`src/rtl/rr_decode_arbiter.sv`:
```
// Four-requester round-robin arbiter driving a 2-to-4 decoder. The grant index,
// grant-valid and decoded one-hot grant are all registered; a hold counter caps tenure.
module rr_decode_arbiter #(
  parameter int unsigned MAX_HOLD = 8,
  parameter int unsigned CNT_W    = 8
) (
  input  logic       clk,
  input  logic       rst_n,
  input  logic       en,
  input  logic [3:0] req,
  input  logic       done,
  output logic [1:0] gnt_idx,
  output logic       gnt_valid,
  output logic [3:0] gnt
);

  typedef enum logic {
    IDLE  = 1'b0,
    GRANT = 1'b1
  } state_e;

  state_e           state_q;
  logic [1:0]       ptr_q;
  logic [1:0]       gnt_idx_q;
  logic             gnt_valid_q;
  logic [3:0]       gnt_q;
  logic [CNT_W-1:0] hold_cnt_q;

  logic [1:0] holder;
  logic [3:0] holder_mask;
  logic       lost_req;
  logic       timeout;
  logic       rel_hit;
  logic [3:0] cand;
  logic [1:0] idle_pick_d;
  logic [1:0] hand_pick_d;

  // First set bit of v scanning start, start+1, ... with modulo-4 wrap.
  function automatic logic [1:0] arb(input logic [3:0] v, input logic [1:0] start);
    logic [1:0] idx;
    logic [1:0] pick;
    pick = start;
    for (int k = 3; k >= 0; k--) begin
      idx = start + 2'(k);
      if (v[idx]) pick = idx;
    end
    return pick;
  endfunction

  function automatic logic [3:0] decode(input logic [1:0] idx);
    return 4'b0001 << idx;
  endfunction

  // NOTE: every signal assigned here gets a value on every path, so no latch is inferred.
  always_comb begin
    holder      = gnt_idx_q;
    holder_mask = decode(holder);
    lost_req    = ~|(req & holder_mask);
    timeout     = (hold_cnt_q == CNT_W'(MAX_HOLD));
    rel_hit     = !en || done || lost_req || timeout;
    // A finished or withdrawn holder is excluded; a timed-out one only drops to lowest priority.
    cand        = (done || lost_req) ? (req & ~holder_mask) : req;
    idle_pick_d = arb(req, ptr_q);
    hand_pick_d = arb(cand, holder + 2'd1);
  end

  // NOTE: state updates use non-blocking assignments so every register samples pre-edge values.
  always_ff @(posedge clk or negedge rst_n) begin
    if (!rst_n) begin
      state_q     <= IDLE;
      ptr_q       <= 2'd0;
      gnt_idx_q   <= 2'd0;
      gnt_valid_q <= 1'b0;
      gnt_q       <= 4'b0000;
      hold_cnt_q  <= '0;
    end else begin
      case (state_q)
        IDLE: begin
          if (en && |req) begin
            gnt_idx_q   <= idle_pick_d;
            gnt_q       <= decode(idle_pick_d);
            gnt_valid_q <= 1'b1;
            hold_cnt_q  <= CNT_W'(1);
            state_q     <= GRANT;
          end
        end
        GRANT: begin
          if (rel_hit) begin
            ptr_q <= holder + 2'd1;
            if (en && |cand) begin
              gnt_idx_q  <= hand_pick_d;
              gnt_q      <= decode(hand_pick_d);
              hold_cnt_q <= CNT_W'(1);
            end else begin
              gnt_valid_q <= 1'b0;
              gnt_q       <= 4'b0000;
              state_q     <= IDLE;
            end
          end else begin
            hold_cnt_q <= hold_cnt_q + CNT_W'(1);
          end
        end
        default: state_q <= IDLE;
      endcase
    end
  end

  assign gnt_idx   = gnt_idx_q;
  assign gnt_valid = gnt_valid_q;
  assign gnt       = gnt_q;

endmodule
```
`config.mk`:
```
export PLATFORM = sky130hd
export DESIGN_NAME = rr_decode_arbiter
export DESIGN_NICKNAME = d
export VERILOG_FILES = /design/src/rtl/rr_decode_arbiter.sv
export SDC_FILE = /design/constraint.sdc
export NUM_CORES = 1
export LEC_CHECK = 0
export ABC_AREA = 1
export BUFFER_PORTS_ARGS = -buffer_cell sky130_fd_sc_hd__clkbuf_2
export CAP_MARGIN = 20
export CORE_MARGIN = 2
export CORE_UTILIZATION = 55
export DETAILED_ROUTE_END_ITERATION = 7
export MAX_ROUTING_LAYER = met4
export PLACE_DENSITY = 0.86
export RECOVER_POWER = 50
export SLEW_MARGIN = 20
export SYNTH_ARGS = -nofsm -noshare
export SYNTH_HDL_FRONTEND = slang
export SYNTH_SLANG_ARGS = --single-unit
```
`constraint.sdc`:
```
create_clock -name clk -period 4.6 [get_ports clk]
set_input_delay 0.69 -clock clk [delete_from_list [all_inputs] [get_ports clk]]
set_output_delay 0.69 -clock clk [all_outputs]
set_load 0.03 [all_outputs]
```
# --- Word-level counts from Yosys, hierarchy flattened ---
# Cells that the tools add are included.
totals:
  ff_bits: 18
  inputBits: 8
  output_inout_bits: 7
  wordCells: 96
classes:
  addsub: 8
  order_cmp: 8
  n_eq_ne: 6
  shifts: 3
  mux: 45
  bitwise_logic: 4
  n_reduce_logical: 16
op_table:
  columns: ["cell", "n"]
  rows:
  - ["$lt 2x3->1 const B", 8]
  - ["$mux 8", 3]
  - ["$mux 2", 11]
  - ["$bmux 1 s2", 8]
  - ["$mux 4", 4]
  - ["$pmux 8 s2", 1]
  - ["$mux 1", 14]
  - ["$reduce_or 4->1", 3]
  - ["$shl 1x2->4 const A", 3]
  - ["$add 2x2->2 const B", 4]
  - ["$add 8x1->8 const B", 1]
  - ["$and 4x4->4", 2]
  - ["$eq 8x4->1 const B", 1]
  - ["$pmux 4 s2", 1]
  - ["$add 2x1->2 const B", 3]
  - ["$reduce_and 2->1", 3]
  - ["$reduce_and 3->1", 2]
  - ["$logic_or 1x1->1", 4]
  - ["$ne 2x1->1 const B", 2]
  - ["$ne 2x2->1 const B", 2]
  - ["$not 4->4", 1]
  - ["$pmux 1 s2", 2]
  - ["$pmux 2 s2", 1]
  - ["$ne 3x2->1 const B", 1]
  - ["other kinds (3)", 5]

# --- Depth between registers and ports, before layout ---
depth:
  word_depth: 16
  ltp_mapped: 16
  depth_no_buf: 15

# --- Worst setup path before layout ---
# Ideal clock, no wire load.
synth_path:
  kind: "register -> register"
  start: "register gnt_idx_q[0], in the netlist gnt_idx[0]"
  end: "register gnt_q[3], in the netlist gnt[3]"
  setup_time_ns: 0.117
  arrival_time_ns: 2.032
  required_ns: 4.483
  path_slack_ns: 2.450
  path_stages_with_launch: 14
  path_buffers: 1
  synth_period_minus_slack_ns: 2.150
  cell_sequence: "dfrtp_1 -> buf_4 -> inv_2 -> ha_1 -> xnor2_2 -> inv_1 -> nand2_1 -> nand2_1 -> nand2_1 -> nand3_1 -> a21boi_0 -> nor2_1 -> nor2_1 -> nor2_1"
synth_via:
  elab_chain_len: 16
  elab_cells_between_ends: 34
  classes_between: "add/sub: 4; eq/ne: 1; shift: 2; mux: 16; bitwise: 3; reduce/logical: 8"
synth_lines:
  columns: ["item", "line_no", "source"]
  rows:
  - ["start, declared", "24", "logic [1:0] gnt_idx_q;"]
  - ["start signal, assigned", "80", "gnt_idx_q <= idle_pick_d;"]
  - ["start signal, assigned", "91", "gnt_idx_q <= hand_pick_d;"]
  - ["$shl 1x2->4", "51", "return 4'b0001 << idx;"]
  - ["$and 4x4->4", "58", "lost_req = ~|(req & holder_mask);"]
  - ["$reduce_or 4->1", "58", null]
  - ["$logic_not 1->1", "58", null]
  - ["$logic_or 1x1->1", "62", "cand = (done || lost_req) ? (req & ~holder_mask) : req;"]
  - ["$mux 4", "62", null]
  - ["$bmux 1 s2", "45", "if (v[idx]) pick = idx;"]
  - ["$mux 1 (implied by the code)", "45", null]
  - ["$mux 2 (4 in series)", "45", null]
  - ["$shl 1x2->4", "51", null]
  - ["$mux 4", "90", "if (en && |cand) begin"]
  - ["$mux 4", "88", "if (rel_hit) begin"]
  - ["$pmux 4 s2", "77", "case (state_q)"]
  - ["end signal, assigned", "81", "gnt_q <= decode(idle_pick_d);"]
  - ["end signal, assigned", "92", "gnt_q <= decode(hand_pick_d);"]
  - ["end, declared", "26", "logic [3:0] gnt_q;"]
# Several ways; a longest one is shown, not always the timed one. The select of a mux whose other input is x is not followed.
# A chain may end at the register's enable or synchronous reset.

# --- Worst setup path after layout ---
# Ends and elaborated chain as after synthesis.

==> Implementation_results.wiki <==
{| class="wikitable"
! Metric !! Value
|-
| Total number of nets in the final design || 258
|-
| Number of nets in the synthesized netlist || 242
|-
| Endpoint kind of the worst setup timing path || register
|-
| Peak supply drop || 0.441 mV
|-
| Post-DP HPWL || 2530 um
|-
| EDFF count, synth || 0
|-
| Sequential share of power || 23.0%
|-
| Worst slew margin relative to its limit || 34.3%
|-
| Num CTS Buffers || 3
|-
| Ant diodes || 0
|-
| Total die area || 0.00326 sq mm
|-
| Routed length per placed instance || 11.8 um
|-
| Register bit count reported by yosys || 18
|-
| Post-placement worst setup slack || 2340 ps
|-
| Antenna violations before repair || 0
|-
| Actual transition at the worst max-transition pin || 986 ps
|-
| Row count || 19
|-
| Max-slew violation count || 0
|-
| Final worst clock skew || 8.32 ps
|-
| Cell count of the worst reg-to-reg path || 12
|-
| Buffers inserted by post-CTS timing repair || 0
|-
| Port-buffer cells || 14
|-
| Final setup viols || 0
|-
| Min Tclk post-route || 2300 ps
|-
| Total gr overflow || 0
|-
| Netlist cell types || 37
|-
| Critical Path Max Stage Delay || 630 ps
|-
| Placer congestion estimate || 0.993
|-
| Number of cells in the finished layout apart from fillers || 274
|-
| Part of the total power dissipated in the clock network || 8.5%
|-
| Seq. cell area || 450 sq um
|-
| Detailed-route DRC error count || 0
|-
| Worst path bufs/invs || 2
|-
| Required time reported for the critical path endpoint || 4810 ps
|-
| Hold WC Path Type || input pin to async pin
|-
| Max capacitance violation total || 0
|-
| Std-Cell Core Area || 0.00271 sq mm
|-
| Launching element type of the critical path || register
|-
| I/O Pins || 15
|-
| Ordered list of cells on the worst path || inv_2, ha_1, xnor2_2, inv_1, nand2_1, nand2_1, nand2_1, nand3_1, a21boi_0, nor2_1, nor2_1, nor2_1
|-
| Biggest area contributors in the synthesized netlist || sky130_fd_sc_hd__dfrtp_1 (29%), sky130_fd_sc_hd__nand2_1 (16%), sky130_fd_sc_hd__nand3_1 (8.1%), sky130_fd_sc_hd__inv_1 (6.0%), sky130_fd_sc_hd__nor2_1 (5.1%)
|-
| P_leak || 0.000866 uW
|-
| Total of cells resized after clock tree synthesis || 0
|-
| Share of layout cells above drive strength 1 || 18.5%
|-
| Number of fillers in the final layout || 241
|-
| Post-route fraction of the period consumed by the critical path || 50.1%
|-
| Setup TNS Final || 0 ps
|-
| Synth Warn # || 0
|-
| Maximum number of pins on one net before global-route repair || 19
|-
| Total count of hold-check failures in the final report || 0
|-
| Wire length of the first global-routing pass || 5700 um
|-
| Average cell area after synthesis || 6.80 sq um
|-
| Top cell types by occurrence after synthesis || sky130_fd_sc_hd__nand2_1 (66), sky130_fd_sc_hd__inv_1 (25), sky130_fd_sc_hd__nand3_1 (25), sky130_fd_sc_hd__nor2_1 (21), sky130_fd_sc_hd__dfrtp_1 (18)
|-
| Number of buffers added to fix hold violations after cts || 0
|-
| Power density normalized to cell area || 723 mW/mm^2
|-
| Via count normalized by instance count || 5.36
|-
| CTS tree || done
|-
| Insertion delay of the later-clocked pin in the worst-skew pair || 300 ps
|-
| Sequential area share after synthesis || 29.0%
|-
| Most common cell in the netlist || sky130_fd_sc_hd__nand2_1
|-
| Wire length after detailed routing || 3240 um
|-
| Initial core utilization || 57.2%
|-
| Slowest-stage cell, CP || sky130_fd_sc_hd__dfrtp_1
|-
| Arrival time reported for the critical path endpoint || 2510 ps
|-
| Switching power summed over all nets || 662 uW
|-
| Area leader, netlist || sky130_fd_sc_hd__dfrtp_1
|-
| Cell count after synthesis || 228
|-
| Category of the critical setup timing path || register to register
|-
| Area of the mapped netlist || 0.00155 sq mm
|-
| DR pass1 iterations || 5
|-
| Maximum number of buffers from clock root to sink || 2
|-
| Flip-flop cell with the highest count after synthesis || sky130_fd_sc_hd__dfrtp_1
|-
| Proportion of netlist area held by the largest area contributor || 29.0%
|-
| Vias in the first global route || 1334
|-
| Share of total power in combinational logic || 68.5%
|-
| Setup repair after global routing missed its margin || false
|-
| Iteration-0 DRC count of the detailed router || 75
|-
| Highest clock frequency the design can meet || 434 MHz
|-
| Clock root buffer || sky130_fd_sc_hd__clkbuf_4
|-
| GRT Total Usage || 22.6%
|-
| Sinks on the clock net || 18
|-
| Cell count after placement || 270
|-
| Via total after detailed routing || 1470
|-
| Layout Area Growth over Synthesis || 7.50%
|-
| Cell type group with the largest total delay on the critical path || flip-flops
|-
| Clock Pin Slew Worst Setup and Hold Paths || 110 ps
|-
| Horizontal extent of the die || 57.1 um
|-
| Stages on the worst setup path || 12
|-
| Post-route ant nets || 0
|-
| Largest fanout on the critical path || 12
|-
| Proportion of total power due to net switching || 54.9%
|-
| Max H-tree Level || 1
|-
| Outcome || complete, no violations
|-
| Async set-or-reset flop fraction in the synthesized netlist || 100%
|-
| Final worst setup slack || 2300 ps
|-
| Total area of multi-input combinational cells || 950 sq um
|-
| Cell Int Power || 544 uW
|-
| DIE HEIGHT || 57.1 um
|}
-- final cells by class --
type | count | share of cell area [%]
Sequential cell | 18 | 27.0
Clock buffer | 4 | 2.18
Timing Repair Buffer | 14 | 3.90
Inverter | 32 | 7.65
Multi-Input combinational cell | 175 | 56.9
Tap cell | 31 | 2.33
-- power by group through the flow --
| stage | Combinational (uW) | Clock (uW) | Sequential (uW) |
|---|---|---|---|
| floorplan | 660 | 0 | 300 |
| CTS | 826 | 104 | 277 |
| global route | 939 | 110 | 285 |
| detailed placement | 823 | 0 | 281 |
| finish | 827 | 102 | 277 |
| global placement | 810 | 0 | 279 |
-- worst register-to-register path: cells and delay by family (launching register included) --
kind	cells	cell delay [ps]
xor gates and xnor gates	1	210
buffers and inverters	2	270
AOI/OAI and AO/OA	1	230
and+or+nand+nor	7	500
DFF	1	630
adders and majority gates	1	390
-- metal layers --
metal  share of wire (%)  GRT usage (%)  vias up
met3                 7.5           5.44        6
li1                    -              -      757
met2                  44           33.7       55
met5                   0              -        -
met4                 1.4           6.31        0
met1                  47           30.7      652
-- worst paths after layout --
| check | start | slack [ps] | endpoint |
|---|---|---|---|
| max | gnt_idx[0] | 2300 | gnt[3] |
| min | rst_n | 510 | ptr_q[1] |
| max reg2reg | gnt_idx[0] | 2300 | gnt[3] |
| min reg2reg | gnt[3] | 520 | gnt[3] |
| max in group asynchronous | rst_n | 3490 | gnt_idx[1] |
| min in group clk | gnt[3] | 520 | gnt[3] |
-- cells by family (layout without fill, tap and decap cells) --
logic type | after synthesis | in the layout | share of synthesized area (%)
AO/OA/AOI/OAI | 29 | 29 | 12.1
adder cells (fa/ha/maj) | 6 | 6 | 4.84
XOR/XNOR | 4 | 4 | 3.23
flip-flops | 18 | 18 | 29.0
buffers and inverters | 35 | 50 | 9.76
AND/OR/NAND/NOR | 136 | 136 | 41.0
-- placed cells by master, fill, tap and decap left out, types with 2 or more instances in the layout --
cell type | synthesis | routed
sky130_fd_sc_hd__inv_2 | 6 | 6
sky130_fd_sc_hd__a21oi_2 | 5 | 5
sky130_fd_sc_hd__clkbuf_1 | 0 | 4
sky130_fd_sc_hd__nor2_2 | 3 | 3
sky130_fd_sc_hd__nand3_1 | 25 | 25
sky130_fd_sc_hd__nand2_2 | 6 | 6
sky130_fd_sc_hd__ha_1 | 6 | 6
sky130_fd_sc_hd__clkbuf_4 | 0 | 3
sky130_fd_sc_hd__nor3_1 | 5 | 5
sky130_fd_sc_hd__inv_1 | 25 | 25
sky130_fd_sc_hd__o21ai_0 | 9 | 9
sky130_fd_sc_hd__nand2_1 | 66 | 66
sky130_fd_sc_hd__nor2_4 | 3 | 3
sky130_fd_sc_hd__dfrtp_1 | 18 | 18
sky130_fd_sc_hd__a21oi_1 | 6 | 6
sky130_fd_sc_hd__a21boi_0 | 2 | 2
sky130_fd_sc_hd__clkbuf_2 | 1 | 10
sky130_fd_sc_hd__nor2_1 | 21 | 21
-- stage by stage --
stage	hold slack (ps)	cell area, sq um	power, uW	utilization [%]
after floorplan	394	1550	960	-
after global placement	498	1640	1090	60.4
after detailed placement	500	1640	1100	60.4
after CTS	328	1670	1210	61.7
after global routing	570	1670	1330	61.5
final	510	1670	1210	61.5
-- registers in the layout, indices dropped and copies added (netlist names) --
| name | count |
|---|---|
| ptr_q | 2 |
| gnt_idx | 2 |
| state_q | 1 |
| hold_cnt_q | 8 |
| gnt | 4 |
| gnt_valid | 1 |
Power figures use the tool's default switching activity.
